<file path="src/rtl/fir_mac_serial_pkg.sv">
// Shared definitions for the serial FIR family: FSM encoding and width helpers.
package fir_pkg;

   typedef enum logic [1:0] {
      ST_LOAD = 2'd0,
      ST_IDLE = 2'd1,
      ST_MAC  = 2'd2,
      ST_OUT  = 2'd3
   } fir_state_t;

   function automatic int clog2(input int value);
      int r;
      r = 0;
      while ((1 << r) < value) r++;
      return r;
   endfunction

   // Wide enough that N_TAPS full-scale products can never overflow.
   function automatic int acc_width(input int bw_in, input int n_taps);
      return 2 * bw_in + clog2(n_taps);
   endfunction

endpackage

</file>
<file path="src/rtl/fir_mac_serial_if.sv">
// Sample/coefficient input and filtered output bundle for the serial FIR core.
interface fir_mac_serial_if #(
   parameter int BW_IN  = 6,
   parameter int BW_OUT = 8
);
   logic                     coef_load;
   logic                     in_valid;
   logic signed [BW_IN-1:0]  in_data;
   logic                     in_ready;
   logic                     coef_ready;
   logic                     out_valid;
   logic signed [BW_OUT-1:0] out_data;

   modport master (
      output coef_load, in_valid, in_data,
      input  in_ready, coef_ready, out_valid, out_data
   );

   modport slave (
      input  coef_load, in_valid, in_data,
      output in_ready, coef_ready, out_valid, out_data
   );
endinterface

</file>
<file path="src/rtl/fir_mac_serial_round_sat.sv">
// Round-half-up, arithmetic shift and saturate from accumulator width to BW_OUT.
module fir_round_sat #(
   parameter int ACC_W  = 15,
   parameter int BW_OUT = 8,
   parameter int SHIFT  = 0
) (
   input  logic signed [ACC_W-1:0]  acc,
   output logic signed [BW_OUT-1:0] y
);
   localparam int RND_POS = (SHIFT > 0) ? SHIFT - 1 : 0;
   localparam logic signed [ACC_W:0] ONE = {{ACC_W{1'b0}}, 1'b1};
   localparam logic signed [ACC_W:0] RND = (SHIFT > 0) ? (ONE << RND_POS) : '0;
   localparam logic signed [ACC_W:0] SAT_MAX = {{(ACC_W + 2 - BW_OUT){1'b0}}, {(BW_OUT - 1){1'b1}}};
   localparam logic signed [ACC_W:0] SAT_MIN = {{(ACC_W + 2 - BW_OUT){1'b1}}, {(BW_OUT - 1){1'b0}}};

   logic signed [ACC_W:0] ext;
   logic signed [ACC_W:0] shifted;

   // One guard bit so the rounding offset can never wrap the accumulator.
   always_comb begin
      ext     = {acc[ACC_W-1], acc};
      shifted = (ext + RND) >>> SHIFT;
      if (shifted > SAT_MAX) begin
         y = SAT_MAX[BW_OUT-1:0];
      end else if (shifted < SAT_MIN) begin
         y = SAT_MIN[BW_OUT-1:0];
      end else begin
         y = shifted[BW_OUT-1:0];
      end
   end
endmodule

</file>
<file path="src/rtl/fir_mac_serial.sv">
// Time-multiplexed FIR: one signed multiplier walks N_TAPS taps per sample,
// coefficients are loaded over the sample bus after reset or on request.
module fir_mac_serial
   import fir_pkg::*;
#(
   parameter int N_TAPS = 5,
   parameter int BW_IN  = 6,
   parameter int BW_OUT = 8,
   parameter int SHIFT  = 0
) (
   input  logic             clk,
   input  logic             reset,
   fir_mac_serial_if.slave  bus
);
   localparam int ACC_W = acc_width(BW_IN, N_TAPS);
   localparam int CNT_W = clog2(N_TAPS);
   localparam logic [CNT_W-1:0] LAST_TAP = CNT_W'(N_TAPS - 1);

   fir_state_t               state_q, state_d;
   logic [CNT_W-1:0]         cnt_q, cnt_d;
   logic signed [BW_IN-1:0]  coef_q [N_TAPS];
   logic signed [BW_IN-1:0]  coef_d [N_TAPS];
   logic signed [BW_IN-1:0]  x_q [N_TAPS];
   logic signed [BW_IN-1:0]  x_d [N_TAPS];
   logic signed [ACC_W-1:0]  acc_q, acc_d;
   logic signed [BW_OUT-1:0] out_data_q, out_data_d;
   logic                     out_valid_q, out_valid_d;
   logic                     coef_ready_q, coef_ready_d;
   logic                     in_ready;

   logic signed [2*BW_IN-1:0] prod;
   logic signed [ACC_W-1:0]   mac_sum;
   logic signed [BW_OUT-1:0]  rs_y;

   assign prod    = x_q[cnt_q] * coef_q[cnt_q];
   assign mac_sum = acc_q + ACC_W'(prod);

   // The final product is folded in on the way into OUT so the result is
   // registered in the same cycle out_valid rises.
   fir_round_sat #(
      .ACC_W (ACC_W),
      .BW_OUT(BW_OUT),
      .SHIFT (SHIFT)
   ) u_round_sat (
      .acc(mac_sum),
      .y  (rs_y)
   );

   always_comb begin
      state_d      = state_q;
      cnt_d        = cnt_q;
      coef_d       = coef_q;
      x_d          = x_q;
      acc_d        = acc_q;
      out_data_d   = out_data_q;
      out_valid_d  = 1'b0;
      coef_ready_d = coef_ready_q;
      in_ready     = 1'b0;

      case (state_q)
         ST_LOAD: begin
            in_ready = 1'b1;
            if (bus.in_valid) begin
               coef_d[cnt_q] = bus.in_data;
               if (cnt_q == LAST_TAP) begin
                  cnt_d        = '0;
                  coef_ready_d = 1'b1;
                  state_d      = ST_IDLE;
               end else begin
                  cnt_d = cnt_q + 1'b1;
               end
            end
         end
         ST_IDLE: begin
            in_ready = !bus.coef_load;
            if (bus.coef_load) begin
               cnt_d        = '0;
               coef_ready_d = 1'b0;
               x_d          = '{default: '0};
               state_d      = ST_LOAD;
            end else if (bus.in_valid) begin
               for (int i = N_TAPS - 1; i > 0; i--) x_d[i] = x_q[i-1];
               x_d[0]  = bus.in_data;
               acc_d   = '0;
               cnt_d   = '0;
               state_d = ST_MAC;
            end
         end
         ST_MAC: begin
            acc_d = mac_sum;
            if (cnt_q == LAST_TAP) begin
               cnt_d       = '0;
               out_data_d  = rs_y;
               out_valid_d = 1'b1;
               state_d     = ST_OUT;
            end else begin
               cnt_d = cnt_q + 1'b1;
            end
         end
         ST_OUT: begin
            state_d = ST_IDLE;
         end
         default: begin
            state_d = ST_LOAD;
         end
      endcase
   end

   always_ff @(posedge clk) begin
      if (reset) begin
         state_q      <= ST_LOAD;
         cnt_q        <= '0;
         coef_q       <= '{default: '0};
         x_q          <= '{default: '0};
         acc_q        <= '0;
         out_data_q   <= '0;
         out_valid_q  <= 1'b0;
         coef_ready_q <= 1'b0;
      end else begin
         state_q      <= state_d;
         cnt_q        <= cnt_d;
         coef_q       <= coef_d;
         x_q          <= x_d;
         acc_q        <= acc_d;
         out_data_q   <= out_data_d;
         out_valid_q  <= out_valid_d;
         coef_ready_q <= coef_ready_d;
      end
   end

   assign bus.in_ready   = in_ready;
   assign bus.coef_ready = coef_ready_q;
   assign bus.out_valid  = out_valid_q;
   assign bus.out_data   = out_data_q;
endmodule

</file>
<file path="src/flat_wrapper.sv">
// flat-port wrapper written by rule: the top's interface ports become plain ports
module fir_mac_serial_flat import fir_pkg::*;
#(
   parameter int N_TAPS = 5,
   parameter int BW_IN  = 6,
   parameter int BW_OUT = 8,
   parameter int SHIFT  = 0
)
  (clk, reset, bus_coef_load, bus_in_valid, bus_in_data, bus_in_ready, bus_coef_ready, bus_out_valid, bus_out_data);
  fir_mac_serial_if #(.BW_IN(BW_IN), .BW_OUT(BW_OUT)) bus_i ();
  input  logic clk;
  input  logic reset;
  input wire logic [$bits(bus_i.coef_load)-1:0] bus_coef_load;
  input wire logic [$bits(bus_i.in_valid)-1:0] bus_in_valid;
  input wire logic [$bits(bus_i.in_data)-1:0] bus_in_data;
  output wire logic [$bits(bus_i.in_ready)-1:0] bus_in_ready;
  output wire logic [$bits(bus_i.coef_ready)-1:0] bus_coef_ready;
  output wire logic [$bits(bus_i.out_valid)-1:0] bus_out_valid;
  output wire logic [$bits(bus_i.out_data)-1:0] bus_out_data;
  assign bus_i.coef_load = bus_coef_load;
  assign bus_i.in_valid = bus_in_valid;
  assign bus_i.in_data = bus_in_data;
  assign bus_in_ready = bus_i.in_ready;
  assign bus_coef_ready = bus_i.coef_ready;
  assign bus_out_valid = bus_i.out_valid;
  assign bus_out_data = bus_i.out_data;
  fir_mac_serial #(.N_TAPS(N_TAPS), .BW_IN(BW_IN), .BW_OUT(BW_OUT), .SHIFT(SHIFT)) u_core (.clk(clk), .reset(reset), .bus(bus_i));
endmodule
</file>
<file path="config.mk">
export PLATFORM = sky130hd
export DESIGN_NAME = fir_mac_serial_flat
export DESIGN_NICKNAME = d
export VERILOG_FILES = /design/src/rtl/fir_mac_serial_pkg.sv /design/src/rtl/fir_mac_serial_if.sv /design/src/rtl/fir_mac_serial_round_sat.sv /design/src/rtl/fir_mac_serial.sv /design/src/flat_wrapper.sv
export SDC_FILE = /design/constraint.sdc
export NUM_CORES = 1
export LEC_CHECK = 0
export BUFFER_PORTS_ARGS = -buffer_cell sky130_fd_sc_hd__buf_2
export CAP_MARGIN = 20
export CORE_MARGIN = 2
export CORE_UTILIZATION = 30
export CTS_BUF_LIST = sky130_fd_sc_hd__clkbuf_4
export DETAILED_ROUTE_END_ITERATION = 10
export MAX_ROUTING_LAYER = met4
export PLACE_DENSITY = 0.55
export SETUP_SLACK_MARGIN = 0.4
export SYNTH_ARGS = -nofsm -noshare
export SYNTH_HDL_FRONTEND = slang
export SYNTH_HIERARCHICAL = 1
export SYNTH_SLANG_ARGS = --single-unit
</file>
<file path="constraint.sdc">
create_clock -name clk -period 6.02 [get_ports clk]
set_input_delay 1.204 -clock clk [delete_from_list [all_inputs] [get_ports clk]]
set_output_delay 1.204 -clock clk [all_outputs]
set_load 0.02 [all_outputs]
</file>
==> results of run 1 <==
## through the flow
stage	cells	utilization, %	instance area, sq um
CTS	1055	37.2	7530
floorplan	702	-	6280
global route	1057	37.8	7650
detailed placement	1029	35.1	7110
finish	1057	37.8	7650
global placement	1029	35.1	7110
## registers in the layout (all words and copies together), names as in the netlist
name                   count
u_core/cnt_q               3
u_core/bus.out_valid       1
u_core/acc_q              15
u_core/coef_q             30
u_core/x_q                30
u_core/bus.coef_ready      1
u_core/bus.out_data        8
u_core/state_q             2
## kinds of logic after synthesis
group	count (synthesis)
AOI/OAI and AO/OA	133
xor gates and xnor gates	16
adders and majority gates	83
buffers and inverters	130
DFF	90
muxes	47
and+or+nand+nor	203
## cell usage after synthesis, drive strengths merged, types with 15 or more instances
| library cell | count | area [sq um] |
|---|---|---|
| nor2 | 108 | 408 |
| nand2 | 39 | 146 |
| nand3 | 16 | 80.1 |
| fa | 41 | 821 |
| buf | 17 | 106 |
| ha | 42 | 526 |
| a21oi | 39 | 199 |
| dfxtp | 90 | 1800 |
| o21ai | 15 | 75.1 |
| mux2i | 40 | 400 |
| inv | 97 | 367 |
| a22oi | 38 | 300 |
| xnor2 | 15 | 131 |
| clkbuf | 16 | 60.1 |
## routing by layer
layer  GRT usage [%]  up-vias  share of wire (%)
li1                -     2503                  -
met1            19.4     2329                 50
met2            21.4       61                 47
met3            2.44       12                2.7
met4            2.31        0               0.69
met5               -        -                  0
## final cells by class
| cell class | instances | area share (%) |
|---|---|---|
| clock buffers | 9 | 0.883 |
| well taps | 270 | 4.41 |
| repair buffers | 101 | 10.1 |
| inverters | 97 | 4.79 |
| flip-flops and latches | 90 | 23.7 |
| clock inverters | 7 | 1.60 |
| multi-input cells | 483 | 54.6 |
## worst max-delay path, cell delays in order (launching register included)
cell,delay [ns]
dfxtp_4,0.38
buf_12,0.12
buf_12,0.10
mux4_2,0.49
a22oi_2,0.25
buf_4,0.19
nor2_1,0.06
fa_1,0.50
inv_1,0.05
fa_1,0.49
inv_1,0.05
fa_1,0.47
inv_1,0.05
fa_1,0.49
inv_2,0.04
ha_4,0.21
a21o_1,0.20
a211oi_2,0.20
o21bai_2,0.13
a31oi_4,0.17
xnor2_2,0.08
or4_4,0.50
nor4_4,0.22
o2bb2ai_1,0.08
nand2_1,0.07
a21oi_1,0.06
## repair_timing
| action | CTS | global route |
|---|---|---|
| pin swaps | 37 | 9 |
| gates resized for setup | 38 | 21 |
| setup buffers | 10 | 1 |
| setup endpoints to repair | 9 | 10 |
| gates cloned | 0 | 1 |
## where the power goes
group | internal (mW) | leakage (nW) | switching, mW
Sequential | 0.609 | 0.728 | 0.00921
Clock | 0.215 | 0.100 | 0.233
Combinational | 0.185 | 2.49 | 0.222
Total | 1.01 | 3.32 | 0.464
## worst max path at each step
stage / startpoint / to / depth (start not counted)
floorplan: u_core/cnt_q[0]$_SDFFE_PP0P_ / u_core/bus.out_data[0]$_SDFFE_PP0P_ / 25
global placement: u_core/cnt_q[0]$_SDFFE_PP0P_ / u_core/bus.out_data[3]$_SDFFE_PP0P_ / 23
detailed placement: u_core/cnt_q[0]$_SDFFE_PP0P_ / u_core/bus.out_data[6]$_SDFFE_PP0P_ / 23
CTS: u_core/cnt_q[0]$_SDFFE_PP0P_ / u_core/bus.out_data[0]$_SDFFE_PP0P_ / 26
global route: u_core/cnt_q[0]$_SDFFE_PP0P_ / u_core/bus.out_data[3]$_SDFFE_PP0P_ / 24
finish: u_core/cnt_q[0]$_SDFFE_PP0P_ / u_core/bus.out_data[3]$_SDFFE_PP0P_ / 25
==> impl_metrics.yaml, run 1 <==
placement:
  place_congestion: 0.854
  pre_cts_ws_ns: -0.232
  io_buffer_count: 20
  dpl.hpwl_microns: 10600
routing:
  ant_nets: 0
  route.vias.total: 4905
  first_iter_violations: 294
  first_pass_iters: 4
  wirelength_microns: 14300
  vias_per_cell: 4.64
  wl_per_cell_microns: 13.5
  drc: 0
floorplanning:
  core_sq_um: 20200
  io_pins: 21
  start_util_pct: 30.6
  rows: 52
  dieHeight_microns: 148
  dieArea_sq_um: 21800
  die_w_microns: 148
sta:
  final_hold_viol_count: 0
  final.setup.tns_ns: 0
  slew_headroom_pct: 35.7
  finalSetupViolCount: 0
  fin_ws_ns: 0.249
  hold_slack_ns: 0.466
  tightestPinTransition_ns: 0.964
  drv_slew: 0
  skew_ns: 0.0216
  min_period_ns: 5.77
  period_share_pct: 95.9
  rsz0062_at_grt: "true"
  max_freq_mhz: 173
global_routing:
  grt_first_pass_wirelength_microns: 24200
  grt_max_degree: 86
  grtUsageTotal_pct: 13.9
  grt_pass1_vias: 4771
  antenna_found_initial: 0
  grt-ovfl-total: 0
finish:
  ff_latch_area_sq_um: 1810
  fin_nets: 875
  antenna_cells: 0
  drive_gt1_share_pct: 25.4
  fill_cells: 2084
  area_growth_pct: 23.5
  final_cell_mix: "104 x nor2_1, 87 x dfxtp_1, 83 x inv_1"
  layout_commonest_cell: "nor2_1"
  multi_input_area_sq_um: 4180
cts:
  clk_latency_ns: 0.46
  ctsHoldBuffers: 0
  cts-root-buf: "clkbuf_4"
  cts.sinks: 90
  htreeDepth: 3
  clkTransAtPathRegs_ns: 0.16
  cts_tree: "done"
  numCtsBuffers: 9
  clk_path_buf_depth: 2
worst_setup_path:
  r2r_start: "u_core/cnt_q[0]$_SDFFE_PP0P_"
  worstPathArrival_ns: 6.09
  worstRegToRegCells: 25
  crit_type: "register to register"
  path_max_fanout: 7
  critPathLaunchType: "register"
  rrSetupSlack_ns: 0.25
  critPathRequiredTime_ns: 6.34
  r2r_end: "u_core/bus.out_data[3]$_SDFFE_PP0P_"
  endpoint_kind: "register"
power:
  finalPower_mw: 1.47
  ir_drop_mv: 0.103
  power.leakage_nw: 3.32
  pwr_density_cell_nw_per_um2: 193
logic_synthesis:
  synth_top_flop_cell: "dfxtp_1"
  synth_edf_count: 0
  syn_area_sq_um: 6200
  yosysWarnings: 6
  ys_types: 53
  synth_top_family_by_area: "adder cells"
  async_reset_ff_share_pct: 0
  muxShareOfSynthArea_pct: 8.27
  synthAdderAreaFrac_pct: 21.7
  synth_compound_area_share_pct: 14.7
  synthesis.nets: 795
  synth-simple-area-share_pct: 15.4
  ys_seq_area_share_pct: 29.1
  synth_xor_area_share_pct: 2.26
  syn_inst: 702
  avgSynthCellArea_sq_um: 8.83
  synth_seq_cells: 90
flow_run:
  maxCapViolCount: 0
worst_hold_path:
  hold_class: "register to register"
  hold_depth: 2
  whs_endpoint: "u_core/bus.out_data[0]$_SDFFE_PP0P_"
  min_from: "u_core/bus.out_data[0]$_SDFFE_PP0P_"
status:
  status: "finished clean"
Power figures use the tool's default switching activity.
==> run 2: changes to the inputs <==
Settings changed: CELL_PAD_IN_SITES_DETAIL_PLACEMENT set to 1, CELL_PAD_IN_SITES_GLOBAL_PLACEMENT set to 2, PLACE_DENSITY 0.55 to 0.75.
==> run 2 against run 1 <==
Compared with the run above:
- sequential power about the same
- sequential cell count is the same
- non-clock buffer count is the same
- die area stayed put
- via count increased by 4.1%
- design area fell by 0.57%
- worst hold slack gained 0.0010 ns
- largest cell class unchanged
- largest power group unchanged
==> impl_metrics.yaml, run 2 (synthesized netlist as in run 1, its figures left out) <==
status:
  status: "finished clean"
floorplanning:
  rows: 52
  die_w_microns: 148
  core_sq_um: 20200
  start_util_pct: 30.6
  io_pins: 21
  dieHeight_microns: 148
  dieArea_sq_um: 21800
worst_setup_path:
  r2r_start: "u_core/cnt_q[1]$_SDFFE_PP0P_"
  worstPathArrival_ns: 6.39
  critPathLaunchType: "register"
  endpoint_kind: "register"
  path_max_fanout: 21
  worstSetupStartpoint: "u_core/cnt_q[1]$_SDFFE_PP0P_"
  critPathMaxStageDelay_ns: 0.66
  cp_slowest_cell: "or4_4"
  crit_type: "register to register"
  cp_cell_sequence: "buf_8, mux4_2, a22oi_2, buf_6, nor2_4, fa_1, inv_2, fa_1, inv_1, fa_1, inv_2, fa_2, inv_2, ha_4, a21o_1, a211oi_2, o21bai_1, a31oi_1, xnor2_1, or4_4, nor4_2, o2bb2ai_1, nand2_1, a21oi_2"
  critPathRequiredTime_ns: 6.39
global_routing:
  grt_pass1_vias: 5552
  grt-ovfl-total: 0
  grt_first_pass_wirelength_microns: 28200
  grtUsageTotal_pct: 16.6
  grt_max_degree: 53
  antenna_found_initial: 0
power:
  switchingPower_mw: 0.514
  power_frac_clock_pct: 27.0
  power.leakage_nw: 3.29
  switching_share_pct: 35.3
  power_frac_seq_pct: 42.6
  finalPower_mw: 1.46
  pwr_density_cell_nw_per_um2: 191
  ir_drop_mv: 0.0957
  combPwrFrac_pct: 30.4
  power.internal_mw: 0.942
routing:
  wirelength_microns: 17400
  first_pass_iters: 4
  ant_nets: 0
  route.vias.total: 5105
  wl_per_cell_microns: 16.4
  vias_per_cell: 4.83
  drc: 0
  first_iter_violations: 192
placement:
  dpl.hpwl_microns: 13200
  place_congestion: 0.831
  placedCellCount: 1030
  dpl_cell_area_sq_um: 7080
  io_buffer_count: 20
flow_run:
  maxCapViolCount: 0
finish:
  antenna_cells: 0
  fill_cells: 2347
  area_growth_pct: 22.7
  fin_nets: 874
  reg_top3: "u_core/coef_q: 30 flops, u_core/x_q: 30 flops, u_core/acc_q: 15 flops"
  final_cell_mix: "102 x nor2_1, 88 x dfxtp_1, 80 x inv_1"
  layout_commonest_cell: "nor2_1"
  stdcell_count: 1056
  fin_area_sq_um: 7610
  drive_gt1_share_pct: 26.1
sta:
  max_freq_mhz: 166
  period_share_pct: 100
  drv_slew: 0
  skew_ns: 0.0265
  rsz0062_at_grt: "true"
  min_period_ns: 6.02
  final_hold_viol_count: 0
  slew_headroom_pct: 53.2
  hold_slack_ns: 0.467
  tightestPinTransition_ns: 0.702
  finalSetupViolCount: 0
worst_hold_path:
  hold_class: "register to register"
  min_from: "u_core/bus.out_data[7]$_SDFFE_PP0P_"
cts:
  cts_tree: "done"
  cts-root-buf: "clkbuf_4"
  clkTransAtPathRegs_ns: 0.17
  cts.sinks: 90
  numCtsBuffers: 9
  htreeDepth: 3
  clk_path_buf_depth: 2
  clk_latency_ns: 0.49
-- run 2: cell types whose count changed in the layout (fill, tap and decap cells not counted), sizes merged --
| cell | previous run | this run |
|---|---|---|
| inv | 100 | 101 |
| bufinv | 3 | 1 |
| clkinv | 1 | 2 |
| xnor2 | 16 | 15 |
-- run 2: power by group through the flow --
stage	clock (mW)	combinational, mW	sequential [mW]
6_report	0.393	0.443	0.620
5_1_grt	0.429	0.482	0.622
4_1_cts	0.410	0.395	0.619
3_5_place_dp	0	0.361	0.638
3_3_place_gp	0	0.344	0.636
2_1_floorplan	0	0.253	0.629
-- run 2: worst paths after layout --
kind,endpoint,slack [ns],depth (start not counted)
worst max-delay path,u_core/bus.out_data[6]$_SDFFE_PP0P_,0.002,24
worst min-delay path,u_core/bus.out_data[7]$_SDFFE_PP0P_,0.47,2
worst max register to register,u_core/bus.out_data[6]$_SDFFE_PP0P_,0.002,24
worst min register to register,u_core/bus.out_data[7]$_SDFFE_PP0P_,0.47,2
-- run 2: through the flow --
stage,worst slack [ns],setup TNS [ns],util (%)
floorplan,0.245,0,-
CTS,0.0455,0,36.6
global placement,-0.239,-1.64,35.0
detailed placement,-0.434,-2.84,35.0
finish,0.00167,0,37.6
global route,-0.248,-1.55,37.6
-- run 2: per-layer routing --
metal	vias to the layer above	share of wire [%]	global-route usage, %
met4	0	1.7	4.47
met3	22	2.0	2.72
li1	2500	-	-
met1	2524	44	19.5
met5	-	0	-
met2	59	52	29.5
-- run 2: layout make-up --
type | instances | area [sq um] | area share (%)
Clock buffer | 9 | 67.6 | 0.888
Clock inverter | 7 | 92.6 | 1.22
Inverter | 97 | 367 | 4.82
Multi-Input combinational cell | 482 | 4190 | 55.1
Sequential cell | 90 | 1810 | 23.7
Tap cell | 270 | 338 | 4.44
Timing Repair Buffer | 101 | 747 | 9.82
-- run 2: worst max-delay path, delay by kind of cell, from the launching register on --
family / cells / cell delay (ns)
buffers and inverters: 6 / 0.62
xor gates and xnor gates: 1 / 0.12
DFF: 1 / 0.47
and+or+nand+nor: 4 / 0.97
muxes: 1 / 0.35
adders and majority gates: 5 / 2.26
AOI/OAI and AO/OA: 7 / 1.12
-- run 2: timing repair --
action                     CTS  global route
setup buffers                9             0
pin swaps                   13            31
gates resized for setup     22            43
hold endpoints to repair     0             0
hold buffers                 0             0
cloned                       0             1
setup endpoints to repair   12            12
==> run 3: changes to the inputs <==
==> constraint.sdc (replaced) <==
create_clock -name clk -period 6.02 [get_ports clk]
set_input_delay 0.301 -clock clk [delete_from_list [all_inputs] [get_ports clk]]
set_output_delay 0.301 -clock clk [all_outputs]
set_load 0.02 [all_outputs]
==> run 3 against run 2 <==
Compared with the run above:
- cell count up 0.95%
- first-iteration DRC count up 16%
- highest routed layer unchanged
- sequential power about the same
- largest cell class unchanged
- die area unchanged
- non-clock buffer count up 10
==> impl_metrics.yaml, run 3 (synthesized netlist as in run 1, its figures left out) <==
sta:
  final_hold_viol_count: 0
  min_period_ns: 5.87
  finalSetupViolCount: 0
  hold_slack_ns: 0.138
  skew_ns: 0.0185
  period_share_pct: 97.5
  drv_slew: 0
  slew_headroom_pct: 55.3
  tightestPinTransition_ns: 0.666
  fin_ws_ns: 0.153
  rsz0062_at_grt: "true"
  max_freq_mhz: 170
floorplanning:
  io_pins: 21
  start_util_pct: 30.6
  die_w_microns: 148
  dieArea_sq_um: 21800
  core_sq_um: 20200
  dieHeight_microns: 148
  rows: 52
cts:
  numCtsBuffers: 9
  cts.sinks: 90
  ctsHoldBuffers: 0
  clkTransAtPathRegs_ns: 0.18
  cts-root-buf: "clkbuf_4"
  clk_latency_ns: 0.50
  htreeDepth: 3
  cts_tree: "done"
  clk_path_buf_depth: 2
worst_setup_path:
  path_max_fanout: 7
  endpoint_kind: "register"
  crit_family: "adder cells"
  worstPathArrival_ns: 6.24
  cp_cell_sequence: "buf_12, mux4_2, a22oi_2, or2_4, inv_2, fa_1, inv_2, fa_1, inv_1, fa_1, inv_2, fa_2, inv_1, ha_2, a21o_1, a211oi_2, o21bai_1, a31oi_1, xnor2_1, or4_4, nor4_2, o2bb2ai_1, nand2_1, a21oi_1"
  critPathLaunchType: "register"
  worstSetupStartpoint: "u_core/cnt_q[0]$_SDFFE_PP0P_"
  cp_slowest_cell: "fa_1"
  crit_type: "register to register"
  r2r_start: "u_core/cnt_q[0]$_SDFFE_PP0P_"
  critPathRequiredTime_ns: 6.39
  crit_buf_inv: 6
  critPathMaxStageDelay_ns: 0.57
power:
  combPwrFrac_pct: 30.6
  ir_drop_mv: 0.118
  switchingPower_mw: 0.510
  switching_share_pct: 35.9
  pwr_density_cell_nw_per_um2: 186
  power_frac_seq_pct: 43.6
  power.leakage_nw: 3.32
  power_frac_clock_pct: 25.8
  power.internal_mw: 0.909
finish:
  area_growth_pct: 23.3
  final_cell_mix: "104 x nor2_1, 87 x dfxtp_1, 81 x inv_1, 81 x buf_4"
  reg_top3: "u_core/coef_q: 30 flops, u_core/x_q: 30 flops, u_core/acc_q: 15 flops"
  fin_nets: 884
  drive_gt1_share_pct: 26.8
  layout_commonest_cell: "nor2_1"
  antenna_cells: 0
global_routing:
  grt_first_pass_wirelength_microns: 28300
  grtUsageTotal_pct: 16.7
  grt-ovfl-total: 0
  grt_max_degree: 54
  grt_pass1_vias: 5666
  antenna_found_initial: 0
routing:
  vias_per_cell: 4.87
  wl_per_cell_microns: 16.0
  drc: 0
  wirelength_microns: 17000
  first_iter_violations: 222
  first_pass_iters: 4
  route.vias.total: 5192
  ant_nets: 0
status:
  status: "finished clean"
placement:
  place_congestion: 0.835
  pre_cts_ws_ns: -0.434
  dpl.hpwl_microns: 13000
  io_buffer_count: 20
worst_hold_path:
  hold_class: "input port to register"
  min_from: "bus_in_data[2]"
flow_run:
  maxCapViolCount: 0
## run 3: worst reg2reg max path, delay by kind of cell, from the launching register on
family / cells / cell delay (ns)
AOI/OAI and AO/OA: 7 / 1.11
xor gates and xnor gates: 1 / 0.11
adders and majority gates: 5 / 2.25
buffers and inverters: 6 / 0.39
DFF: 1 / 0.39
muxes: 1 / 0.54
and+or+nand+nor: 4 / 0.95
## run 3: stage by stage
stage               cells  utilization (%)  cell area (sq um)  setup TNS [ns]  power [mW]
finish               1066             37.8               7640               0        1.42
global route         1066             37.8               7640          -0.981        1.51
CTS                  1058             37.2               7530               0        1.42
detailed placement   1030             35.0               7080           -2.91       0.997
global placement     1030             35.0               7080           -1.62       0.980
floorplan             702                -               6280               0       0.882
## run 3: what timing repair did
action | 4_1_cts | 5_1_grt
pin swaps | 32 | 19
setup buffers | 11 | 8
cloned | 1 | 0
setup endpoints to repair | 12 | 11
resized for setup | 48 | 15
## run 3: layout make-up
type	count	area (sq um)
Clock buffer	9	67.6
Timing Repair Buffer	111	833
Clock inverter	7	78.8
Sequential cell	90	1810
Tap cell	270	338
Fill cell	2345	12600
Multi-Input combinational cell	482	4150
Inverter	97	367
## run 3: worst paths after layout
check                           cells past startpoint                             endpoint  slack, ns
worst min register to register                      2  u_core/bus.out_data[4]$_SDFFE_PP0P_       0.46
worst max register to register                     24  u_core/bus.out_data[2]$_SDFFE_PP0P_       0.15
worst max-delay path                               24  u_core/bus.out_data[2]$_SDFFE_PP0P_       0.15
worst min-delay path                                3       u_core/coef_q[26]$_SDFFE_PP0P_       0.14
## run 3: power by group through the flow
stage                     sequential (mW)  combinational, mW  clock [mW]
final                               0.619              0.434       0.366
after global routing                0.622              0.475       0.408
after CTS                           0.619              0.414       0.383
after detailed placement            0.638              0.359           0
after global placement              0.636              0.344           0
after floorplan                     0.629              0.253           0
## run 3: metal layers
| layer | routed length (microns) | part of all wire [%] | vias up | GRT usage [%] |
|---|---|---|---|---|
| li1 | - | - | 2518 | - |
| met1 | 7490 | 44 | 2601 | 19.3 |
| met2 | 8970 | 53 | 57 | 30.0 |
| met3 | 397 | 2.3 | 16 | 2.81 |
| met4 | 176 | 1.0 | 0 | 4.09 |
| met5 | 0 | 0 | - | - |
